===== src/rtl/jk_seq_ctrl.sv =====
// Sequencing controller for an external bank of JK flip-flops: it drives j/k with the
// excitation that moves the bank from its live value q_in_i to nxt(q_in_i) for a set number of cycles.
module jk_seq_ctrl #(
    parameter int unsigned WIDTH = 4,
    parameter int unsigned SW    = 8
) (
    input  logic             clk_i,
    input  logic             rst_i,
    input  logic             start_i,
    input  logic [1:0]       op_i,
    input  logic [SW-1:0]    steps_i,
    input  logic [WIDTH-1:0] limit_i,
    input  logic [WIDTH-1:0] load_val_i,
    input  logic [WIDTH-1:0] q_in_i,
    output logic [WIDTH-1:0] j_o,
    output logic [WIDTH-1:0] k_o,
    output logic             busy_o,
    output logic             done_o
);

    typedef enum logic [1:0] {
        StIdle = 2'd0,
        StRun  = 2'd1,
        StDone = 2'd2
    } state_e;

    localparam logic [1:0] OpClear = 2'b00;
    localparam logic [1:0] OpUp    = 2'b01;
    localparam logic [1:0] OpDown  = 2'b10;
    localparam logic [1:0] OpLoad  = 2'b11;

    localparam logic [WIDTH-1:0] One   = {{(WIDTH-1){1'b0}}, 1'b1};
    localparam logic [SW-1:0]    StepOne = {{(SW-1){1'b0}}, 1'b1};

    state_e           state_q;
    logic [SW-1:0]    remaining_q;
    logic [1:0]       op_q;
    logic [WIDTH-1:0] limit_q;
    logic [WIDTH-1:0] load_val_q;
    logic             busy_q;
    logic             done_q;
    logic [WIDTH-1:0] nxt;

    always_ff @(posedge clk_i or posedge rst_i) begin
        if (rst_i) begin
            state_q     <= StIdle;
            remaining_q <= '0;
            op_q        <= OpClear;
            limit_q     <= '0;
            load_val_q  <= '0;
            busy_q      <= 1'b0;
            done_q      <= 1'b0;
        end else begin
            unique case (state_q)
                StIdle: begin
                    if (start_i) begin
                        op_q        <= op_i;
                        limit_q     <= limit_i;
                        load_val_q  <= load_val_i;
                        remaining_q <= steps_i;
                        if (steps_i != '0) begin
                            state_q <= StRun;
                            busy_q  <= 1'b1;
                        end else begin
                            state_q <= StDone;
                            done_q  <= 1'b1;
                        end
                    end
                end
                StRun: begin
                    remaining_q <= remaining_q - StepOne;
                    if (remaining_q == StepOne) begin
                        state_q <= StDone;
                        busy_q  <= 1'b0;
                        done_q  <= 1'b1;
                    end
                end
                StDone: begin
                    state_q <= StIdle;
                    done_q  <= 1'b0;
                end
                default: begin
                    state_q <= StIdle;
                    busy_q  <= 1'b0;
                    done_q  <= 1'b0;
                end
            endcase
        end
    end

    // Out-of-range bank values fold back into [0, limit] so +1/-1 never wrap the word.
    always_comb begin
        nxt = '0;
        unique case (op_q)
            OpClear: nxt = '0;
            OpUp:    nxt = (q_in_i >= limit_q) ? '0 : q_in_i + One;
            OpDown:  nxt = ((q_in_i == '0) || (q_in_i > limit_q)) ? limit_q : q_in_i - One;
            OpLoad:  nxt = load_val_q;
            default: nxt = '0;
        endcase
    end

    always_comb begin
        j_o = '0;
        k_o = '0;
        if (state_q == StRun) begin
            j_o = nxt & ~q_in_i;
            k_o = ~nxt & q_in_i;
        end
    end

    assign busy_o = busy_q;
    assign done_o = done_q;

endmodule

===== config.mk =====
export PLATFORM = sky130hd
export DESIGN_NAME = jk_seq_ctrl
export DESIGN_NICKNAME = d
export VERILOG_FILES = /design/src/rtl/jk_seq_ctrl.sv
export SDC_FILE = /design/constraint.sdc
export NUM_CORES = 1
export LEC_CHECK = 0
export ABC_AREA = 1
export CORE_ASPECT_RATIO = 0.8
export CORE_MARGIN = 2
export CORE_UTILIZATION = 50
export DETAILED_ROUTE_END_ITERATION = 10
export PLACE_DENSITY = 0.83
export SLEW_MARGIN = 40
export SYNTH_ARGS = -nofsm -noshare
export SYNTH_HDL_FRONTEND = slang
export SYNTH_SLANG_ARGS = --single-unit
export TNS_END_PERCENT = 30

===== constraint.sdc =====
create_clock -name clk_i -period 1.61 [get_ports clk_i]
set_input_delay 0.161 -clock clk_i [delete_from_list [all_inputs] [get_ports clk_i]]
set_output_delay 0.161 -clock clk_i [all_outputs]
set_load 0.03 [all_outputs]

==> flow_metrics.env <==
export IMPL_worst_path_most_repeated_cell="nand2_2"
export IMPL_rows=18
export IMPL_placed_area_mm2=0.00216
export IMPL_ant_nets=0
export IMPL_clk_pin_slew_ns=0.08
export IMPL_ys_ff_latch=22
export IMPL_vdd_drop_max_mv=0.868
export IMPL_crit_chain="inv_2, ha_4, nand2_2, inv_2, nand2_2, nand2_2, nand2_4, nand2_4, nand2_1, nand3_2, nand2_2, nor2_4, buf_6"
export IMPL_first_global_vias=1534
export IMPL_initial_core_util_pct=51.8
export IMPL_syn_nets=260
export IMPL_cts_tree="done"
export IMPL_cts_htree_levels=1
export IMPL_cp_max_fo=5
export IMPL_yosysSeqAreaShare_pct=34.9
export IMPL_yosys_area_share_adder_pct=6.35
export IMPL_r2r_cells=8
export IMPL_numCtsBuffers=3
export IMPL_maxSlewViolCount=0
export IMPL_firstDrtPassIters=4
export IMPL_grt_pass1_wl_mm=6.84
export IMPL_rr_endpoint="remaining_q[6]$_DFFE_PP0P_"
export IMPL_drcViolationCount=0
export IMPL_critPathSlowestCell="dfrtp_1"
export IMPL_fmax_ghz=0.485
export IMPL_design_area_mm2=0.00235
export IMPL_clk_path_buf_depth=2
export IMPL_postCtsSetupBuffers=0
export IMPL_holdBufCountCts=0
export IMPL_wirelength_mm=4.35
export IMPL_synth_compound_area_share_pct=13.7
export IMPL_cts_root_buf="clkbuf_8"
export IMPL_setup_viol=8
export IMPL_netlist_area_mm2=0.00158
export IMPL_syn_to_final_growth_pct=49.4
export IMPL_rsz0062_at_grt="true"
export IMPL_antenna_cells=0
export IMPL_criticalPathCategory="reg2out"
export IMPL_yosysTopAreaCellShare_pct=34.9
export IMPL_synth_cells=227
export IMPL_die_width_um=66.8
export IMPL_end_kind="primary output"
export IMPL_fin_nets=309
export IMPL_pin_count=35
export IMPL_required_ns=1.45
export IMPL_clk_latency_ns=0.26
export IMPL_dp_hpwl_mm=3.08
export IMPL_grt_max_degree=23
export IMPL_synth_simple_gate_area_share_pct=31.7
export IMPL_core_area_mm2=0.00304
export IMPL_grt_overflow=0
export IMPL_gp_congestion=1.04
export IMPL_period_share_pct=128
export IMPL_p_total_mw=4.34
export IMPL_num_vias=1689
export IMPL_power_leakage_nw=1.10
export IMPL_dieArea_mm2=0.00362
export IMPL_min_path_type="in2async"
export IMPL_yosysTopAreaCell="dfrtp_1"
export IMPL_antenna_found_initial=0
export IMPL_drive_gt1_share_pct=27.3
export IMPL_wl_per_cell_um=13.8
export IMPL_synth_area_top_cells="dfrtp_1 (35%), nand2_1 (15%), inv_1 (8.6%)"
export IMPL_vias_per_cell=5.36
export IMPL_synth_top_family_by_area="simple AND/OR/NAND/NOR gates"
export IMPL_violations="setup timing"
export IMPL_final_util_pct=77.4
export IMPL_avgSynthCellArea_um2=6.94
export IMPL_cp_data_arrival_time_ns=1.90
export IMPL_synth_xor_area_share_pct=2.22
export IMPL_drv_cap=0
export IMPL_hold_violations=0
export IMPL_synth_area_mux_share_pct=0
export IMPL_die_h_um=54.2
export IMPL_final_common_cell="nand2_1"
export IMPL_yosysWarningCount=0
export IMPL_mostFrequentLayoutCells="nand2_1 (52), inv_1 (32), dfrtp_1 (22), clkdlybuf4s50_1 (22), nor2_1 (17)"
export IMPL_timing_rr_start="state_q[1]$_DFFE_PP0P_"
export IMPL_clock_sinks=22
export IMPL_fin_ws_ns=-0.450
export IMPL_port_buffers=34
export IMPL_skew_ns=0.00165
export IMPL_crit_path_start_kind="flip-flop"
export IMPL_hold_worst_slack_ns=0.225
export IMPL_reg2reg_slack_ns=0.18
export IMPL_status="complete, but fails checks"
export IMPL_max_stage_delay_ns=0.35
export IMPL_drt_iter0_drc=146
export IMPL_synthDistinctLibCells=30
export IMPL_power_density_mw_per_mm2=1840
export IMPL_finalSetupTns_ns=-3.38
export IMPL_slew_headroom_pct=78.2
export IMPL_min_period_ns=2.06
export IMPL_grt_total_usage_pct=25.5
export IMPL_worst_pin_slew_ns=0.324
-- stage by stage --
stage / instances / worst slack, ns
CTS: 315 / -0.406
global route: 315 / -0.573
finish: 315 / -0.450
floorplan: 227 / -0.00247
detailed placement: 311 / -0.537
global placement: 311 / -0.540
-- cell usage after synthesis (all sizes together) --
library cell  instances
nor3                  2
xnor2                 3
nor4                  1
nand2                67
nand4                 2
inv                  38
o221ai                2
o21ai                17
nand3                17
xor2                  1
o22ai                 1
clkbuf                1
o21bai                1
a21oi                11
o31ai                 1
o211ai                3
buf                   4
ha                    8
nor2                 25
dfrtp                22
-- worst max-delay path by stage --
| stage | startpoint | endpoint | slack, ns | cells after the start |
|---|---|---|---|---|
| after floorplan | limit_q[3]$_DFFE_PP0P_ | k_o[2] | -0.002 | 10 |
| after global placement | q_in_i[3] | k_o[3] | -0.54 | 11 |
| after detailed placement | q_in_i[3] | k_o[3] | -0.54 | 11 |
| after CTS | limit_q[3]$_DFFE_PP0P_ | k_o[3] | -0.41 | 11 |
| after global routing | limit_q[3]$_DFFE_PP0P_ | k_o[3] | -0.57 | 13 |
| final | limit_q[3]$_DFFE_PP0P_ | k_o[3] | -0.45 | 13 |
-- flip-flops by register name (all words and copies together), names as in the netlist --
name and count:
limit_q 4, busy_o 1, load_val_q 4, state_q 2
remaining_q 8, op_q 2, done_o 1
-- final cells by class --
class,count,area (µm²)
Clock inverter,1,30.0
Timing Repair Buffer,49,462
Fill cell,215,687
Clock buffer,3,41.3
Multi-Input combinational cell,162,1080
Tap cell,40,50.0
Sequential cell,22,551
Inverter,38,143
-- power by group --
group,leakage [nW],internal [mW],switching [mW]
logic,0.797,1.08,1.70
clock network,0.0357,0.332,0.181
registers,0.266,0.832,0.204
-- layer usage --
layer | part of all wire (%) | global-route usage, %
met5 | 0 | 0
met4 | 0.99 | 8.50
met3 | 5.0 | 4.81
met2 | 48 | 40.0
met1 | 46 | 35.6
-- cells by family after synthesis --
group                      count (synthesis)
xor gates and xnor gates                   4
adders and majority gates                  8
DFF                                       22
and+or+nand+nor                          114
buffers and inverters                     43
AOI/OAI and AO/OA                         36
-- worst max-delay path: cells and delay by family (launching register included) --
kind                     cells  cell delay (ns)
AND/OR/NAND/NOR              9             0.74
buffers and inverters        3             0.26
adder cells (fa/ha/maj)      1             0.28
flip-flops                   1             0.35
-- timing repair --
| action | 4_1_cts | 5_1_grt |
|---|---|---|
| endpoints found under the setup margin | 8 | 8 |
| gates cloned | 0 | 0 |
| pin swaps | 10 | 12 |
| gates resized for setup | 20 | 15 |
Power figures use the tool's default switching activity.
